**src/rtl/shift_rx_pkg.sv**
```systemverilog
// shift_rx_pkg: shared state encoding and default frame width for the shift receiver
package shift_rx_pkg;
  localparam int DEFAULT_WIDTH = 4;
  typedef enum logic [1:0] {IDLE = 2'd0, SHIFT = 2'd1, PARITY = 2'd2, DONE = 2'd3} state_t;
endpackage

```
**src/rtl/shift_reg_sync.sv**
```systemverilog
// shift_reg_sync: WIDTH-bit left-shift register with sync reset, clear and shift enable
module shift_reg_sync #(
  parameter int WIDTH = 4
) (
  input  logic             clk,
  input  logic             rst,
  input  logic             clr,
  input  logic             en,
  input  logic             din,
  output logic [WIDTH-1:0] q_next
);
  logic [WIDTH-1:0] sr_q, sr_d;
  assign q_next = {sr_q[WIDTH-2:0], din};
  // clear beats shift; hold when not enabled
  always_comb sr_d = clr ? '0 : en ? q_next : sr_q;
  // state register
  always_ff @(posedge clk) sr_q <= rst ? '0 : sr_d;
endmodule

```
**src/rtl/shift_rx_ctrl.sv**
```systemverilog
// shift_rx_ctrl: tick-paced serial-in/parallel-out frame sequencer with valid/ready output; parity check enabled by SHIFT_RX_PARITY_CHECK_EN
module shift_rx_ctrl
  import shift_rx_pkg::*;
#(
  parameter int WIDTH = DEFAULT_WIDTH
) (
  input  logic             clk,
  input  logic             rst,
  input  logic             Clk_EN,
  input  logic             start,
  input  logic             abort,
  input  logic             in,
  input  logic             out_ready,
  output logic [WIDTH-1:0] data_out,
  output logic             out_valid,
  output logic             busy,
  output logic             overrun,
  output logic             parity_err
);
  localparam int CNT_W = $clog2(WIDTH);
`ifdef SHIFT_RX_PARITY_CHECK_EN
  localparam state_t AFTER_SHIFT = PARITY;
`else
  localparam state_t AFTER_SHIFT = DONE;
`endif
  state_t state_q, state_d;
  logic [CNT_W-1:0] cnt_q, cnt_d;
  logic [WIDTH-1:0] data_out_q, data_out_d, sr_next;
  logic out_valid_q, out_valid_d, busy_q, busy_d, overrun_q, overrun_d, parity_err_q, parity_err_d;
  logic in_frame, cancel, last, sr_clr, sr_en;
  assign in_frame = state_q == SHIFT || state_q == PARITY;
  assign cancel   = in_frame && abort;
  assign last     = cnt_q == CNT_W'(WIDTH - 1);
  assign sr_clr   = cancel || (state_q == IDLE && Clk_EN && start);
  assign sr_en    = Clk_EN && state_q == SHIFT;
  shift_reg_sync #(.WIDTH(WIDTH)) u_sr (
    .clk    (clk),
    .rst    (rst),
    .clr    (sr_clr),
    .en     (sr_en),
    .din    (in),
    .q_next (sr_next)
  );
  // next-state, counter and output-register logic
  always_comb begin
    state_d      = state_q;
    cnt_d        = cnt_q;
    data_out_d   = data_out_q;
    overrun_d    = overrun_q;
    parity_err_d = parity_err_q;
    if (cancel) begin
      state_d = IDLE;
      cnt_d   = '0;
    end else if (state_q == IDLE) begin
      if (Clk_EN && start) begin
        state_d = SHIFT;
        cnt_d   = '0;
      end
    end else if (state_q == SHIFT) begin
      if (Clk_EN) begin
        cnt_d      = last ? cnt_q : cnt_q + 1'b1;
        data_out_d = last ? sr_next : data_out_q;
        state_d    = last ? AFTER_SHIFT : SHIFT;
      end
    end else if (state_q == PARITY) begin
      if (Clk_EN) begin
        parity_err_d = ^{data_out_q, in};
        state_d      = DONE;
      end
    end else begin
      overrun_d = overrun_q | (Clk_EN & start);
      state_d   = (out_valid_q && out_ready) ? IDLE : DONE;
    end
    out_valid_d = state_d == DONE;
    busy_d      = state_d == SHIFT || state_d == PARITY;
  end
  // all state and registered outputs
  always_ff @(posedge clk) begin
    if (rst) begin
      state_q      <= IDLE;
      cnt_q        <= '0;
      data_out_q   <= '0;
      out_valid_q  <= 1'b0;
      busy_q       <= 1'b0;
      overrun_q    <= 1'b0;
      parity_err_q <= 1'b0;
    end else begin
      state_q      <= state_d;
      cnt_q        <= cnt_d;
      data_out_q   <= data_out_d;
      out_valid_q  <= out_valid_d;
      busy_q       <= busy_d;
      overrun_q    <= overrun_d;
      parity_err_q <= parity_err_d;
    end
  end
  assign data_out   = data_out_q;
  assign out_valid  = out_valid_q;
  assign busy       = busy_q;
  assign overrun    = overrun_q;
  assign parity_err = parity_err_q;
endmodule
```
**config.mk**
```make
export PLATFORM = sky130hd
export DESIGN_NAME = shift_rx_ctrl
export DESIGN_NICKNAME = d
export VERILOG_FILES = /design/src/rtl/shift_rx_pkg.sv /design/src/rtl/shift_reg_sync.sv /design/src/rtl/shift_rx_ctrl.sv
export SDC_FILE = /design/constraint.sdc
export NUM_CORES = 1
export LEC_CHECK = 0
export CAP_MARGIN = 20
export CORE_UTILIZATION = 53
export CTS_CLUSTER_DIAMETER = 120
export DETAILED_ROUTE_END_ITERATION = 6
export PLACE_DENSITY = 0.91
export SLEW_MARGIN = 20
export SYNTH_ARGS = -nofsm -noshare
export SYNTH_HDL_FRONTEND = slang
export SYNTH_SLANG_ARGS = --single-unit
```
**constraint.sdc**
```tcl
create_clock -name clk -period 3.62 [get_ports clk]
set_input_delay 0.543 -clock clk [delete_from_list [all_inputs] [get_ports clk]]
set_output_delay 0.543 -clock clk [all_outputs]
set_load 0.02 [all_outputs]
```
# After elaboration in Yosys (flattened, before gate mapping)
# Index checks and enable logic that the tools add are counted.
[totals]
register_bits = 15
inputBits = 7
output_inout_bits = 8
wordCells = 56
[op_classes]
addsub = 1
n_eq_ne = 8
n_mux = 14
n_bitwise = 6
n_reduce_logical = 19
[op_table]
columns = ["operator", "count"]
rows = [
  ["2-to-1 mux 2 bit", 14],
  ["AND reduction 5 bit", 2],
  ["equality test 2 bit (second input constant)", 4],
  ["AND reduction 4 bit", 2],
  ["logical AND 1 bit", 6],
  ["XOR reduction 5 bit", 1],
  ["equality test 2 x 1 -> 1 bit (second input constant)", 2],
  ["inequality test 2 x 1 -> 1 bit (second input constant)", 2],
  ["NOT 1 bit", 4],
  ["nonzero test 2 bit", 2],
  ["OR reduction 2 bit", 2],
  ["logical OR 1 bit", 3],
  ["adder 2 x 1 -> 2 bit (second input constant)", 1],
  ["zero test 2 bit", 1],
  ["bitwise AND 1 bit", 1],
  ["bitwise OR 1 bit", 1],
]

# Depth between registers and ports, before layout
[depth]
depth_word = 8
mapped_depth = 8
ltp_nobuf = 8

# By module
# A second synthesis with hierarchy kept.
[unflattened]
hier_cells = 80
area_unflattened_um2 = 792.0
[by_module_without_submodules]
columns = ["mod", "n_inst", "cells_per_inst", "area_per_inst_um2", "seq_area_each_um2"]
rows = [
  ["shift_rx_ctrl", 1, 70, 679.4, 240.2],
  ["shift_reg_sync", 1, 10, 112.6, 60.1],
]

# Least setup slack after synthesis
# No wires, ideal clock.
[synth_path]
path_kind = "flip-flop to flip-flop"
start = "register state_q[0]"
end = "register busy_q, in the netlist busy"
setup_time_ns = 0.127
arrival_ns = 1.647
required_ns = 3.493
slack_ns = 1.845
path_stages_with_launch = 9
path_buffers = 0
synth_period_minus_slack_ns = 1.775
path_cell_list = "dfxtp_1 > inv_1 > ha_1 > nor4bb_1 > a31oi_1 > o21ai_0 > nor2_1 > ha_1 > nor2b_1"
[synth_via]
elab_chain_cells = 7
word_cells_on_any_way = 15
cone_classes = "eq/ne (4); mux (7); reduce/logical (4)"
[synth_rtl]
columns = ["element", "line_no", "text"]
rows = [
  ["from (decl)", "shift_rx_ctrl.sv:26", "state_t state_q, state_d;"],
  ["from (signal assigned)", "shift_rx_ctrl.sv:88", "state_q <= state_d;"],
  ["equality test 2 bit", "shift_rx_ctrl.sv:31, shift_rx_ctrl.sv:65", ""],
  ["2-to-1 mux 2 bit", "shift_rx_ctrl.sv:65", "end else if (state_q == PARITY) begin"],
  ["2-to-1 mux 2 bit", "shift_rx_ctrl.sv:59", "end else if (state_q == SHIFT) begin"],
  ["2-to-1 mux 2 bit", "shift_rx_ctrl.sv:54", "end else if (state_q == IDLE) begin"],
  ["2-to-1 mux 2 bit *", "shift_rx_ctrl.sv:51", "if (cancel) begin"],
  ["net state_d[1]", "shift_rx_ctrl.sv:26", ""],
  ["equality test 2 x 1 -> 1 bit / equality test 2 bit (equally long branches)", "shift_rx_ctrl.sv:75", "busy_d = state_d == SHIFT || state_d == PARITY;"],
  ["logical OR 1 bit *", "shift_rx_ctrl.sv:75", ""],
  ["net busy_d", "shift_rx_ctrl.sv:29", "logic out_valid_q, out_valid_d, busy_q, busy_d, overrun_q, overrun_d, parity_err_q, parity_err_d;"],
  ["to (signal assigned)", "shift_rx_ctrl.sv:92", "busy_q <= busy_d;"],
  ["to (decl)", "shift_rx_ctrl.sv:29", ""],
]
# The timed path passes the listed nets; every way through them passes the cells marked *.
# A chain may end at the register's enable or synchronous reset.

# Worst setup path after layout
[layout_path]
start = "input port Clk_EN"
end = "register busy_q, in the netlist busy"
[layout_via]
elab_chain_cells = 7
word_cells_on_any_way = 11
cone_classes = "eq/ne (2); mux (7); reduce/logical (2)"
[layout_rtl]
columns = ["element", "line_no", "text"]
rows = [
  ["from (decl)", "shift_rx_ctrl.sv:9", "input logic Clk_EN,"],
  ["2-to-1 mux 2 bit", "shift_rx_ctrl.sv:66", "if (Clk_EN) begin"],
  ["2-to-1 mux 2 bit", "shift_rx_ctrl.sv:65", ""],
  ["2-to-1 mux 2 bit", "shift_rx_ctrl.sv:59", ""],
  ["2-to-1 mux 2 bit *", "shift_rx_ctrl.sv:54", ""],
  ["2-to-1 mux 2 bit *", "shift_rx_ctrl.sv:51", ""],
  ["net state_d[1]", "shift_rx_ctrl.sv:26", ""],
  ["equality test 2 x 1 -> 1 bit / equality test 2 bit (equally long branches)", "shift_rx_ctrl.sv:75", ""],
  ["logical OR 1 bit *", "shift_rx_ctrl.sv:75", ""],
  ["net busy_d", "shift_rx_ctrl.sv:29", ""],
]
# Marked as above.

==> flow_metrics.tcl <==
set metrics [dict create \
    status "finished, final reports clean" \
    grt.total_usage_pct 21.9 \
    cts.sinks 15 \
    fin_tns_setup_ns 0 \
    ir_worst_vdd_mv 0.422 \
    core_area_sq_um 1330 \
    syn-num-nets 100 \
    clock_latency_ns 0.28 \
    hold_viol 0 \
    setup_viol 0 \
    grt_pass1_vias 586 \
    maxSlewViolCount 0 \
    setup_ws_ns 1.48 \
    fp-row-count 13 \
    holdWs_ns 0.465 \
    cp.arrival_ns 2.31 \
    finClkSkew_ns 0.00102 \
    wl_per_cell_microns 13.1 \
    layout-drive-gt1-share_pct 4.95 \
    cts-hold-fix-buffers 0 \
    worst_pin_slew_ns 0.391 \
    port_buffers 14 \
    antennaDiodeCount 0 \
    wl_microns 1520 \
    leakagePower_nw 0.378 \
    drtIter0Drc 18 \
    multi_input_area_sq_um 445 \
    worst_setup_path_start_kind "input pin" \
    r2r-end "busy" \
    cts_setup_buffers 0 \
    final_common_cell "dfxtp_1" \
    whs_path_depth 2 \
    synth_cells 86 \
    synth-seq-area-share_pct 38.8 \
    gp_congestion 0.936 \
    firstDrtPassIters 4 \
    grt_overflow 0 \
    antenna_found_initial 0 \
    worstHoldStart "u_sr.sr_q[2]" \
    vias 664 \
    viasPerCell 5.72 \
    hp-class "reg -> reg" \
    ff_latch_area_sq_um 300 \
    path_class "in -> reg" \
    timing.rr.start "state_q[0]" \
    min_period_ns 2.14 \
    rsz0062_at_grt "no" \
    pin_count 15 \
    fmax_mhz 466 \
    synth_seq_cells 15 \
    drc 0 \
    post_cts_resized 0 \
    place_ws_ns 1.21 \
    ys_types 26 \
    nets 116 \
    dpl_cell_area_sq_um 912 \
    rr_worst_depth 8 \
    synth-warning-count 0 \
    initial_utilization_pct 58.0 \
    crit_path_end_kind "flip-flop" \
    path_clk_slew_ns 0.09 \
    die_w_microns 40.2 \
    grt_pass1_wl_microns 2330 \
    max_slew_margin_pct 73.9 \
    cp_max_fo 13 \
    min_period_over_period_pct 59.2 \
    root_buffer "clkbuf_4" \
    netlist_area_sq_um 773 \
    crit_required_ns 3.79 \
    final_area_sq_um 940 \
    nFillCells 111 \
    area_growth_pct 21.5 \
    clk_path_buf_depth 2 \
    syn_avg_cell_area_sq_um 8.99 \
    cts_inserted_buffers 3 \
    r2r_slack_ns 1.62 \
    ant_nets 0 \
    grt_max_degree 14 \
    cellPowerDensity_nw_per_um2 587 \
    dp.final_hpwl_microns 1150 \
    cap_violations 0 \
    fp.dieH_microns 40.2 \
    design_power_total_mw 0.551 \
    htreeDepth 1 \
    hold_end "u_sr.sr_q[2]" \
    die-area_sq_um 1620 \
    cts_tree "yes" \
    final_cell_mix "dfxtp_1 (15), nor2_1 (14), clkdlybuf4s50_1 (14)" \
]
-- critical path, stage by stage --
cell and delay (ns):
clkdlybuf4s50_1 0.70, nor4bb_1 0.35, a31oi_1 0.11, o21ai_0 0.14, nor2_1 0.07, ha_1 0.26
nor2b_1 0.12
-- area by class of cell --
class | count | share of cell area (%)
flip-flops and latches | 15 | 32.0
clock inverters | 1 | 0.533
well taps | 15 | 2.00
multi-input cells | 66 | 47.4
inverters | 2 | 0.799
clock buffers | 3 | 2.40
repair buffers | 14 | 14.9
-- cells in the mapped netlist --
master | number | area share (%)
nor2b_1 | 3 | 2.4
xnor2_1 | 1 | 1.1
xnor3_1 | 1 | 2.9
nor4bb_1 | 2 | 2.6
o21a_1 | 1 | 0.97
a21oi_1 | 5 | 3.2
ha_1 | 7 | 11
buf_2 | 1 | 0.65
a2bb2oi_1 | 1 | 1.1
clkbuf_1 | 1 | 0.48
inv_1 | 2 | 0.97
mux2i_1 | 5 | 6.5
nand4b_1 | 1 | 1.1
o21ai_0 | 1 | 0.65
nand2b_1 | 3 | 2.4
and4_1 | 1 | 1.1
nand2_1 | 9 | 4.4
a22oi_1 | 1 | 0.97
dfxtp_1 | 15 | 39
xor2_1 | 1 | 1.1
nand3_1 | 5 | 3.2
o21ba_2 | 1 | 1.3
a31oi_1 | 2 | 1.6
nor2_1 | 14 | 6.8
buf_6 | 1 | 1.5
nor3_1 | 1 | 0.65
-- how the worst max path moves through the flow --
stage | from | endpoint | slack [ns] | cells past startpoint
floorplan | state_q[0] | busy | 1.85 | 8
global placement | Clk_EN | busy | 1.28 | 7
detailed placement | Clk_EN | busy | 1.21 | 7
CTS | Clk_EN | busy | 1.51 | 7
global route | Clk_EN | busy | 1.39 | 7
finish | Clk_EN | busy | 1.48 | 7
-- flip-flops by register name, indices dropped and copies added, names as in the netlist --
| register | count |
|---|---|
| busy | 1 |
| cnt_q | 2 |
| parity_err | 1 |
| u_sr.sr_q | 3 |
| overrun | 1 |
| out_valid | 1 |
| data_out | 4 |
| state_q | 2 |
-- cells by family (layout without fill, tap and decap cells) --
kind of cell / count (synthesis) / count (layout) / synth area share [%]
AO/OA/AOI/OAI: 12 / 12 / 9.87
AND/OR/NAND/NOR: 39 / 39 / 24.8
XOR/XNOR: 3 / 3 / 5.18
adder cells (fa/ha/maj): 7 / 7 / 11.3
flip-flops: 15 / 15 / 38.8
multiplexers: 5 / 5 / 6.47
buffers and inverters: 5 / 20 / 3.56
-- metal layers --
layer	up-vias	share of wire [%]	wire length, microns	track usage, %
met4	0	0.66	10	7.50
met5	-	0	0	0
met1	318	42	636	22.6
met2	19	51	782	39.1
met3	2	6.0	91	9.44
li1	325	-	-	-
-- through the flow --
stage | std cells | util (%)
2_1_floorplan | 86 | -
3_3_place_gp | 112 | 68.4
3_5_place_dp | 112 | 68.4
4_1_cts | 116 | 70.5
5_1_grt | 116 | 70.5
6_report | 116 | 70.5
-- power by group --
part	internal, mW	switching, mW
combinational	0.110	0.141
clock	0.0410	0.0530
sequential	0.188	0.0181
Note: power is estimated with default switching activity, not from simulation.
